===== config.mk =====
export PLATFORM = sky130hd
export DESIGN_NAME = vx_commit_arb
export DESIGN_NICKNAME = d
export VERILOG_FILES = /design/src/rtl/vx_commit_pkg.sv /design/src/rtl/vx_commit_skid.sv /design/src/rtl/vx_commit_arb.sv
export SDC_FILE = /design/constraint.sdc
export NUM_CORES = 1
export LEC_CHECK = 0
export CORE_AREA = 4 4 474 476
export CTS_BUF_LIST = sky130_fd_sc_hd__clkbuf_16
export DETAILED_ROUTE_END_ITERATION = 10
export DIE_AREA = 0 0 478 480
export GPL_TIMING_DRIVEN = 0
export PLACE_DENSITY = 0.32
export SLEW_MARGIN = 10
export SYNTH_ARGS = -nofsm -noshare
export SYNTH_HDL_FRONTEND = slang
export SYNTH_SLANG_ARGS = --single-unit

===== constraint.sdc =====
create_clock -name clk -period 16.4 [get_ports clk]
set_input_delay 1.64 -clock clk [delete_from_list [all_inputs] [get_ports clk]]
set_output_delay 1.64 -clock clk [all_outputs]
set_load 0.005 [all_outputs]

===== src/rtl/vx_commit_pkg.sv =====
// Shared commit-beat type, width constants and popcount helper for the commit arbiter.
package vx_commit_pkg;

  localparam int unsigned CMT_NUM_THREADS = 4;
  localparam int unsigned CMT_DATA_WIDTH  = 32;
  localparam int unsigned CMT_UUID_BITS   = 44;
  localparam int unsigned CMT_NW_BITS     = 2;
  localparam int unsigned CMT_NR_BITS     = 6;
  localparam int unsigned CMT_PC_BITS     = 32;
  localparam int unsigned CMT_LANE_BITS   = CMT_NUM_THREADS * CMT_DATA_WIDTH;
  // Widest thread mask the popcount helper accepts; narrower masks are zero-extended.
  localparam int unsigned CMT_MAX_THREADS = 64;
  localparam int unsigned CMT_POP_BITS    = 7;

  typedef struct packed {
    logic [CMT_UUID_BITS-1:0]   uuid;
    logic [CMT_NW_BITS-1:0]     wid;
    logic [CMT_NUM_THREADS-1:0] tmask;
    logic [CMT_PC_BITS-1:0]     PC;
    logic [CMT_LANE_BITS-1:0]   data;
    logic [CMT_NR_BITS-1:0]     rd;
    logic                       wb;
    logic                       eop;
  } commit_beat_t;

  function automatic logic [CMT_POP_BITS-1:0] popcount_tmask(
    input logic [CMT_MAX_THREADS-1:0] tmask
  );
    logic [CMT_POP_BITS-1:0] cnt;
    cnt = '0;
    for (int i = 0; i < CMT_MAX_THREADS; i++) begin
      cnt = cnt + CMT_POP_BITS'(tmask[i]);
    end
    return cnt;
  endfunction

endpackage


===== src/rtl/vx_commit_skid.sv =====
// Two-entry elastic buffer for commit beats. in_ready comes from the registered
// occupancy only, so it never depends combinationally on out_ready.
module vx_commit_skid
  import vx_commit_pkg::*;
#(
  parameter type beat_t = commit_beat_t
) (
  input  logic  clk,
  input  logic  reset,
  input  logic  in_valid,
  input  beat_t in_beat,
  output logic  in_ready,
  output logic  out_valid,
  output beat_t out_beat,
  input  logic  out_ready
);

  beat_t      mem_q [2];
  logic       wr_ptr_q;
  logic       rd_ptr_q;
  logic [1:0] count_q;
  logic       push;
  logic       pop;

  assign in_ready  = (count_q != 2'd2);
  assign out_valid = (count_q != 2'd0);
  assign out_beat  = mem_q[rd_ptr_q];
  assign push      = in_valid & in_ready;
  assign pop       = out_valid & out_ready;

  // Pointer and occupancy bookkeeping; pop and push in one cycle leave the count unchanged.
  always_ff @(posedge clk) begin
    if (reset) begin
      wr_ptr_q <= 1'b0;
      rd_ptr_q <= 1'b0;
      count_q  <= 2'd0;
    end else begin
      if (push) wr_ptr_q <= ~wr_ptr_q;
      if (pop) rd_ptr_q <= ~rd_ptr_q;
      unique case ({push, pop})
        2'b10:   count_q <= count_q + 2'd1;
        2'b01:   count_q <= count_q - 2'd1;
        default: count_q <= count_q;
      endcase
    end
  end

  // Payload storage; no reset needed since out_beat is ignored while empty.
  always_ff @(posedge clk) begin
    if (push) mem_q[wr_ptr_q] <= in_beat;
  end

endmodule


===== src/rtl/vx_commit_arb.sv =====
// Round-robin commit arbiter: merges NUM_REQS commit channels into one registered
// stream, holding the grant on a channel until its eop beat is accepted.
module vx_commit_arb
  import vx_commit_pkg::*;
#(
  parameter int unsigned NUM_REQS    = 4,
  parameter int unsigned NUM_THREADS = CMT_NUM_THREADS,
  parameter int unsigned DATA_WIDTH  = CMT_DATA_WIDTH,
  parameter int unsigned UUID_BITS   = CMT_UUID_BITS,
  parameter int unsigned NW_BITS     = CMT_NW_BITS,
  parameter int unsigned NR_BITS     = CMT_NR_BITS,
  parameter bit          PERF_ENABLE = 1'b1
) (
  input  logic                                     clk,
  input  logic                                     reset,
  input  logic [NUM_REQS-1:0]                      in_valid,
  input  logic [NUM_REQS*UUID_BITS-1:0]            in_uuid,
  input  logic [NUM_REQS*NW_BITS-1:0]              in_wid,
  input  logic [NUM_REQS*NUM_THREADS-1:0]          in_tmask,
  input  logic [NUM_REQS*32-1:0]                   in_PC,
  input  logic [NUM_REQS*NUM_THREADS*DATA_WIDTH-1:0] in_data,
  input  logic [NUM_REQS*NR_BITS-1:0]              in_rd,
  input  logic [NUM_REQS-1:0]                      in_wb,
  input  logic [NUM_REQS-1:0]                      in_eop,
  output logic [NUM_REQS-1:0]                      in_ready,
  output logic                                     out_valid,
  output logic [UUID_BITS-1:0]                     out_uuid,
  output logic [NW_BITS-1:0]                       out_wid,
  output logic [NUM_THREADS-1:0]                   out_tmask,
  output logic [31:0]                              out_PC,
  output logic [NUM_THREADS*DATA_WIDTH-1:0]        out_data,
  output logic [NR_BITS-1:0]                       out_rd,
  output logic                                     out_wb,
  output logic                                     out_eop,
  input  logic                                     out_ready,
  output logic [63:0]                              perf_commits,
  output logic [63:0]                              perf_threads
);

  localparam int unsigned IDX_W  = (NUM_REQS > 1) ? $clog2(NUM_REQS) : 1;
  localparam int unsigned LANE_W = NUM_THREADS * DATA_WIDTH;

  typedef struct packed {
    logic [UUID_BITS-1:0]   uuid;
    logic [NW_BITS-1:0]     wid;
    logic [NUM_THREADS-1:0] tmask;
    logic [31:0]            PC;
    logic [LANE_W-1:0]      data;
    logic [NR_BITS-1:0]     rd;
    logic                   wb;
    logic                   eop;
  } beat_t;

  logic [IDX_W-1:0] rr_q;
  logic [IDX_W-1:0] lock_idx_q;
  logic             lock_q;
  logic [IDX_W-1:0] grant_idx;
  logic             grant_valid;
  logic             found;
  int unsigned      cand;
  int unsigned      gsel;
  beat_t            sel_beat;
  logic             push_valid;
  logic             skid_ready;
  logic             accepted;
  beat_t            out_beat;

  // Grant: the locked channel while a packet is open, else first valid from rr_q with wrap.
  always_comb begin
    found       = 1'b0;
    cand        = 0;
    grant_idx   = lock_idx_q;
    grant_valid = lock_q;
    if (!lock_q) begin
      for (int unsigned k = 0; k < NUM_REQS; k++) begin
        cand = (32'(rr_q) + k) % NUM_REQS;
        if (!found && in_valid[IDX_W'(cand)]) begin
          found     = 1'b1;
          grant_idx = IDX_W'(cand);
        end
      end
      grant_valid = found;
    end
  end

  // Payload mux from the granted channel.
  always_comb begin
    gsel           = 32'(grant_idx);
    sel_beat.uuid  = in_uuid[gsel*UUID_BITS +: UUID_BITS];
    sel_beat.wid   = in_wid[gsel*NW_BITS +: NW_BITS];
    sel_beat.tmask = in_tmask[gsel*NUM_THREADS +: NUM_THREADS];
    sel_beat.PC    = in_PC[gsel*32 +: 32];
    sel_beat.data  = in_data[gsel*LANE_W +: LANE_W];
    sel_beat.rd    = in_rd[gsel*NR_BITS +: NR_BITS];
    sel_beat.wb    = in_wb[grant_idx];
    sel_beat.eop   = in_eop[grant_idx];
  end

  // Only the granted channel sees ready, and only when the buffer has room.
  always_comb begin
    in_ready = '0;
    if (grant_valid && skid_ready) in_ready[grant_idx] = 1'b1;
  end

  assign push_valid = grant_valid & in_valid[grant_idx];
  assign accepted   = push_valid & skid_ready;

  // Round-robin pointer and packet lock.
  always_ff @(posedge clk) begin
    if (reset) begin
      rr_q       <= '0;
      lock_q     <= 1'b0;
      lock_idx_q <= '0;
    end else if (accepted) begin
      if (sel_beat.eop) begin
        lock_q <= 1'b0;
        rr_q   <= (32'(grant_idx) == NUM_REQS - 1) ? '0 : grant_idx + IDX_W'(1);
      end else begin
        lock_q     <= 1'b1;
        lock_idx_q <= grant_idx;
      end
    end
  end

  vx_commit_skid #(
    .beat_t(beat_t)
  ) u_skid (
    .clk      (clk),
    .reset    (reset),
    .in_valid (push_valid),
    .in_beat  (sel_beat),
    .in_ready (skid_ready),
    .out_valid(out_valid),
    .out_beat (out_beat),
    .out_ready(out_ready)
  );

  assign out_uuid  = out_beat.uuid;
  assign out_wid   = out_beat.wid;
  assign out_tmask = out_beat.tmask;
  assign out_PC    = out_beat.PC;
  assign out_data  = out_beat.data;
  assign out_rd    = out_beat.rd;
  assign out_wb    = out_beat.wb;
  assign out_eop   = out_beat.eop;

  generate
    if (PERF_ENABLE) begin : g_perf
      logic [63:0] commits_q;
      logic [63:0] threads_q;
      logic        fire_eop;
      assign fire_eop = out_valid & out_ready & out_beat.eop;
      // Commit counters advance on every eop beat leaving the arbiter.
      always_ff @(posedge clk) begin
        if (reset) begin
          commits_q <= '0;
          threads_q <= '0;
        end else if (fire_eop) begin
          commits_q <= commits_q + 64'd1;
          threads_q <= threads_q
                       + 64'(popcount_tmask(CMT_MAX_THREADS'(out_beat.tmask)));
        end
      end
      assign perf_commits = commits_q;
      assign perf_threads = threads_q;
    end else begin : g_no_perf
      assign perf_commits = '0;
      assign perf_threads = '0;
    end
  endgenerate

`ifndef SYNTHESIS
  logic [UUID_BITS-1:0] pkt_uuid_q;
  logic [NW_BITS-1:0]   pkt_wid_q;

  // Remember the identity of the first beat of each packet.
  always_ff @(posedge clk) begin
    if (accepted && !lock_q) begin
      pkt_uuid_q <= sel_beat.uuid;
      pkt_wid_q  <= sel_beat.wid;
    end
  end

  a_lock_stable : assert property (@(posedge clk) disable iff (reset)
    (lock_q && accepted) |-> (sel_beat.uuid == pkt_uuid_q && sel_beat.wid == pkt_wid_q));

  a_tmask_nonzero : assert property (@(posedge clk) disable iff (reset)
    out_valid |-> (out_tmask != '0));
`endif

endmodule


### After elaboration in Yosys (flattened, before gate mapping)

Memories as Yosys holds them, arrays and structs flattened. A register that Yosys moved wholly into a read port is not among the register bits.
Cells that the tools add are included.

| operators by class | value |
|---|---|
| add/subtract/negate cells | 11 |
| bitwise gates (word level) | 7 |
| reductions and logical operators | 12 |
| $lt $le $gt $ge | 6 |
| muxes and demuxes | 37 |
| $mul | 2 |
| eq/ne operators | 4 |
| shift operators | 6 |

Operators by type and width:

| operator | number |
|---|---|
| 512-bit by 10-bit indexed part select with 128-bit output | 1 |
| 176-bit by 9-bit indexed part select with 44-bit output | 1 |
| 128-bit by 8-bit indexed part select with 32-bit output | 1 |
| 64-bit by 1-bit adder with 64-bit output, second input constant | 1 |
| 64-bit by 4-bit adder with 64-bit output | 1 |
| 24-bit by 6-bit indexed part select with 6-bit output | 1 |
| 1-bit 2-to-1 mux | 21 |
| 16-bit by 5-bit indexed part select with 4-bit output | 1 |
| 2-bit by 3-bit < comparator with 1-bit output, second input constant | 5 |
| 1-bit binary-select mux with 2-bit select | 7 |
| 2-bit 2-to-1 mux | 6 |
| 8-bit by 4-bit indexed part select with 2-bit output | 1 |
| 2-bit by 1-bit adder with 2-bit output, second input constant | 3 |
| 2-bit by 4-bit multiplier with 6-bit output, second input constant | 1 |
| 1-bit logical AND | 5 |
| 2-bit adder, second input constant | 2 |
| 3-bit by 1-bit adder with 4-bit output | 1 |
| 1-bit AND | 4 |
| 2-bit equality test, second input constant | 2 |
| 2-bit by 2-bit multiplier with 4-bit output, second input constant | 1 |
| 4-bit 2-to-1 mux | 1 |
| 2-bit case mux with 2 select lines | 1 |
| 2-bit AND reduction | 2 |
| 2-bit nonzero test | 2 |
| other kinds (9) | 13 |

| storage, ports and cells | value |
|---|---|
| register bits | 137 |
| bits of input ports | 879 |
| memories kept | 1 |
| word-level logic and storage cells | 94 |
| output and inout bits | 351 |
| RAM bits | 436 |

Memories:

| name | words | width | rd ports | clocked after memory_dff | write ports | RTL line | RTL |
|---|---|---|---|---|---|---|---|
| u_skid.mem_q | 2 | 218 | 1 | 1 | 1 | vx_commit_skid.sv:18 | `beat_t mem_q [2];` |

### Longest topological paths before layout

| depth | value |
|---|---|
| word-level depth | 22 |
| depth in mapped cells | 16 |
| mapped depth without buffers | 13 |

### Hierarchy

From an unflattened synthesis, not the netlist that was laid out.

| second synthesis, totals | value |
|---|---|
| cell total of the unflattened synthesis | 2943 |
| area, all modules | 29562.1 um^2 |

By module, submodules not included:

| module | cells each | instances | seq. area each (um^2) | area each (um^2) |
|---|---|---|---|---|
| vx_commit_skid | 702 | 1 | 13192.7 | 16383.2 |
| vx_commit_arb | 2241 | 1 | 2662.6 | 13178.9 |

### Worst setup path before layout

Ideal clock, no wire load.

| path | value |
|---|---|
| path kind | in2reg |
| start point | in in_valid[1] |
| end point | mem u_skid.mem_q[0][0] (netlist name), enable pin |
| path slack | 3123 ps |
| path buffers | 1 |
| data required time | 15599 ps |
| arrival time | 12476 ps |
| setup time | 801 ps |
| cell stages on the path | 10 |
| cells stage by stage | or3b_2 o32a_1 nand2_1 o32ai_1 or3_1 buf_4 inv_2 or3_4 o311ai_4 nor2_1 |

| on the way | value |
|---|---|
| cells in the longest elaborated chain, start to end | 22 |
| elaborated cells on any way between the ends | 33 |
| classes of those cells | mux (25); bitwise (2); reduce/logical (6) |

RTL lines:

| item | RTL line | RTL |
|---|---|---|
| start, declared | vx_commit_arb.sv:16 | `input logic [NUM_REQS-1:0] in_valid,` |
| 1-bit binary-select mux with 2-bit select | vx_commit_arb.sv:77 | `if (!found && in_valid[IDX_W'(cand)]) begin` |
| 1-bit 2-to-1 mux (not written as such) | vx_commit_arb.sv:77 |  |
| 1-bit 2-to-1 mux | vx_commit_arb.sv:77 |  |
| 1-bit 2-to-1 mux | vx_commit_arb.sv:74 | `if (!lock_q) begin` |
| 1-bit logical NOT | vx_commit_arb.sv:77 |  |
| 1-bit logical AND | vx_commit_arb.sv:77 |  |
| 1-bit 2-to-1 mux | vx_commit_arb.sv:77 |  |
| 1-bit 2-to-1 mux | vx_commit_arb.sv:74 |  |
| [... 6 more ...] | - |  |
| 2-bit 2-to-1 mux | vx_commit_arb.sv:77 |  |
| 2-bit 2-to-1 mux | vx_commit_arb.sv:74 |  |
| 1-bit binary-select mux with 2-bit select | vx_commit_arb.sv:105 | `assign push_valid = grant_valid & in_valid[grant_idx];` |
| 1-bit 2-to-1 mux (not written as such) | vx_commit_arb.sv:105 |  |
| 1-bit AND * | vx_commit_arb.sv:105 |  |
| 1-bit AND * | vx_commit_skid.sv:28 | `assign push = in_valid & in_ready;` |
| 1-bit 2-to-1 mux * | vx_commit_skid.sv:50 | `if (push) mem_q[wr_ptr_q] <= in_beat;` |
| 1-bit 2-to-1 mux (not written as such) * | vx_commit_skid.sv:50 |  |
| end, declared | vx_commit_skid.sv:18 |  |

Mark *: on every way between the ends. The rest lies on a longest branch, timed or not. The select of a mux whose other input is x is not followed.

### Worst setup path in the final report

| path | value |
|---|---|
| start point | in in_valid[2] |
| end point | out in_ready[1] |

| on the way | value |
|---|---|
| cells in the longest elaborated chain, start to end | 21 |
| elaborated cells on any way between the ends | 34 |
| classes of those cells | order compare (2); mux (24); reduce/logical (8) |

RTL lines:

| item | RTL line | RTL |
|---|---|---|
| 1-bit binary-select mux with 2-bit select | vx_commit_arb.sv:77 |  |
| 1-bit 2-to-1 mux (not written as such) | vx_commit_arb.sv:77 |  |
| 1-bit 2-to-1 mux | vx_commit_arb.sv:77 |  |
| 1-bit 2-to-1 mux | vx_commit_arb.sv:74 |  |
| 1-bit logical NOT | vx_commit_arb.sv:77 |  |
| 1-bit logical AND | vx_commit_arb.sv:77 |  |
| 1-bit 2-to-1 mux | vx_commit_arb.sv:77 |  |
| 1-bit 2-to-1 mux | vx_commit_arb.sv:74 |  |
| [... 5 more ...] | - |  |
| 1-bit logical AND | vx_commit_arb.sv:77 |  |
| 2-bit 2-to-1 mux | vx_commit_arb.sv:77 |  |
| 2-bit 2-to-1 mux | vx_commit_arb.sv:74 |  |
| 2-bit by 3-bit < comparator with 1-bit output (not written as such) or 2-bit by 1-bit >= comparator with 1-bit output (tied branches) | vx_commit_arb.sv:102 | `if (grant_valid && skid_ready) in_ready[grant_idx] = 1'b1;` |
| 1-bit logical AND (not written as such) | vx_commit_arb.sv:102 |  |
| 1-bit 2-to-1 mux (not written as such) | vx_commit_arb.sv:102 |  |
| 1-bit demux with 2-bit select | vx_commit_arb.sv:102 |  |
| 4-bit 2-to-1 mux * | vx_commit_arb.sv:102 |  |
| end, declared | vx_commit_arb.sv:25 | `output logic [NUM_REQS-1:0] in_ready,` |

Marked as above.

==> summary.md <==
| Metric | Value |
|---|---|
| Outcome | `complete, no violations` |
| Worst R2R Path Depth | `16` |
| HPWL after detailed placement | `185 mm` |
| Largest area contributor in the netlist | `edfxtp_1` |
| Mapped Cells | `roughly 3000` |
| Sum of buffers and inverters on the critical path | `8` |
| CP most frequent cell | `inv_1` |
| CTS clk-pin slew, worst paths | `about 0.060 ns` |
| Die ar. | `~230000 µm²` |
| Post-synthesis cell area | `28900 µm²` |
| Fillers | `approximately 24000` |
| Clk_skew | `about 0.032 ns` |
| EDFF count, synth | `between 400 and 500` |
| RSZ-0062 raised after global routing | `no` |
| Synth top area share | `0.453` |
| Total clock sinks | `around 570` |
| Total number of vias | `between 20000 and 30000` |
| Worst-margin pin slew | `around 1.3 ns` |
| ANT nets after route | `0` |
| WP depth | `14` |
| CTS Buffer Depth | `3` |
| Chip height | `around 480 µm` |
| Final instance area | `~48000 µm²` |
| CTS Buf Count | `79` |
| GRT Total Usage | `0.188` |
| Area delta synth->final | `67.5%` |
| Layout cells sized above 1 | `0.108` |
| Final period util | `0.470` |
| Final setup viols | `0` |
| Async SR Flop Fraction | `0` |
| Sw Ratio | `0.496` |
| Ys Warns | `0` |
| CTS tree | `yes` |
| Final hold slack | `between 0.5 and 0.6 ns` |
| Htree depth | `3` |
| Final Max Slew Viols | `0` |
| Peak Freq | `about 130 MHz` |
| Clk network pwr share | `0.146` |
| Most frequent cells after synthesis | `nand2_1, edfxtp_1, and3_1, a31oi_1, mux2_2` |
| Max-cap violations | `0` |
| Top post-synthesis cells by area | `edfxtp_1, nand2_1, dfxtp_1, mux2_2, and3_1` |
| CP top delay family | `buffers and inverters` |
| Largest net degree at the start of global routing | `24` |
| Setup TNS | `0 ns` |
| Power Total | `between 10 and 15 mW` |
| PostCTS Resize Cnt | `0` |
| # IOs | `between 1000 and 1500` |
| Sw Pwr | `between 6 and 7 mW` |
| Critical path, cell by cell | `clkdlybuf4s50_1, clkbuf_1, inv_1, o211a_1, a21oi_1, nor2_1, a221oi_4, inv_1, clkbuf_2, clkbuf_1, ha_1, inv_1, nor2_1, clkdlybuf4s50_1` |
| Critical Path AT | `between 6 and 7 ns` |
| IO buf count | `roughly 1200` |
| #FFs+latches synth | `approximately 570` |
| Combinational power share | `0.620` |
| Crit path time final | `roughly 7.7 ns` |
| Worst skew pair latency | `about 0.71 ns` |
| Post-synthesis cell type count | `64` |
| Critical path class | `input port to output pin` |
| Syn_nets | `3813` |
| P per Cell Area | `about 250 nW/µm²` |
| Die span in x | `~480 µm` |
| Internal | `a little over 6 mW` |
| Crit. End Element | `output pin` |
| Total gr overflow | `0` |
| Drt drc | `0` |
| Setup Fix Bufs, Post-CTS | `0` |
| Critical Path RT | `14.76 ns` |
| CP max stage delay | `~0.58 ns` |
| Row count | `between 150 and 200` |
| Routability congestion estimate | `between 0.9 and 1` |
| Seq pwr share | `0.233` |
| Layout Cells excl Fill | `roughly 7300` |
| Core ar. | `roughly 220000 µm²` |
| Hold path depth | `2` |
| Wire length per cell | `~30 µm` |
| Critical path peak fanout | `11` |
| Max_slew headroom | `0.159` |
| Initial DRC Count | `~1900` |
| Initial antenna violation count | `71` |
| Worst hold-check path type | `flop to flop` |
| Mean Syn Cell Area | `about 9.9 µm²` |
| Critical Path Source Type | `input port` |
| Pre-CTS setup slack | `between 8 and 9 ns` |
| Cts hold-fix bufs | `0` |
| Placed cell area | `~46000 µm²` |
| Pleak | `about 17 nW` |
| Pre-Repair DR Iteration Count | `5` |
| Routed wire length | `226 mm` |
| First-pass GRT wire length | `289 mm` |
| Maximum vdd drop | `0.0000927 V` |
| Sequential fraction of the synthesis area | `0.549` |
| Vias in the first global route | `between 20000 and 30000` |
| Root buf cell | `clkbuf_16` |
| Top_reg_cell synth | `edfxtp_1` |
| Core Util, Final | `0.219` |
| Fin worst setup slack | `a little under 9 ns` |
| Routed vias/inst | `3.96` |
| Worst path slowest cell | `clkdlybuf4s50_1` |
| DP Cell Count | `just over 7000` |
| Starting Density | `0.131` |
| Count leader, synth | `nand2_1` |
| Fin nets | `about 5200` |
| Final Hold Viols | `0` |
-- cells by family after synthesis --
kind of cell               share of synthesized area
xor gates and xnor gates                      0.0279
adders and majority gates                    0.00511
muxes                                         0.0896
AOI/OAI and AO/OA                             0.0710
and+or+nand+nor                                0.225
buffers and inverters                         0.0324
DFF                                            0.549
-- sequential cells by signal (all words and copies together) (netlist names), named ones only --
register	flops
perf_threads	64
u_skid.wr_ptr_q	1
perf_commits	64
u_skid.count_q	2
rr_q	2
lock_q	1
u_skid.rd_ptr_q	1
lock_idx_q	2
u_skid.mem_q	436
-- power by group through the flow --
stage	Clock (mW)	Sequential, mW	Combinational (mW)
final	1.78	2.85	7.57
after floorplan	0	3.08	2.89
after global placement	0	3.13	7.26
after detailed placement	0	2.88	7.79
after global routing	1.91	2.89	8.07
after CTS	1.86	2.85	7.82
-- routing by layer --
layer / part of all wire / wire, µm / GRT usage / vias to the layer above
met5: 0.00077 / 173 / 0 / -
met4: 0.017 / 3930 / 0.0382 / 26
met3: 0.095 / 21500 / 0.0727 / 172
met2: 0.48 / 109000 / 0.320 / 1153
met1: 0.41 / 91700 / 0.226 / 14550
li1: - / - / - / 13091
-- final timing paths --
check                                       from               end  slack, ns
worst min-delay path            perf_threads[42]  perf_threads[42]       0.50
worst max register to register              flop  perf_threads[63]      10.43
worst min register to register  perf_threads[42]  perf_threads[42]       0.50
worst max-delay path                 in_valid[2]       in_ready[1]       8.70
-- cells in the final DEF (no fill, tap or decap), drive strengths merged, types with 11 or more instances in the layout --
master / netlist / layout
dfxtp: 138 / 138
nand4: 21 / 21
edfxtp: 436 / 436
nand2: 925 / 925
inv: 32 / 52
diode: 0 / 19
and3: 239 / 239
clkbuf: 134 / 214
nand3: 45 / 45
buf: 64 / 95
nor3: 11 / 11
nor2: 126 / 126
clkinv: 0 / 36
or3: 46 / 46
mux2: 221 / 221
clkdlybuf4s50: 0 / 1228
o21ai: 42 / 42
xor2: 60 / 60
xnor2: 32 / 32
a21oi: 46 / 46
a31oi: 220 / 220
-- area by class of cell --
| type | count | area (µm²) | area share |
|---|---|---|---|
| flip-flops and latches | 574 | 15900 | 0.328 |
| well taps | 2975 | 3720 | 0.0769 |
| plain buffers | 198 | 850 | 0.0176 |
| repair buffers | 1259 | 13000 | 0.269 |
| diodes | 19 | 47.5 | 0.000982 |
| inverters | 32 | 120 | 0.00248 |
| multi-input cells | 2120 | 12100 | 0.250 |
| clock buffers | 80 | 2000 | 0.0414 |
| clock inverters | 66 | 658 | 0.0136 |
-- worst min-delay path, stage by stage, from the launching register on --
cell	delay, ns
dfxtp_1	0.32
o21ai_0	0.07
a21oi_1	0.06
Note: power is estimated with default switching activity, not from simulation.
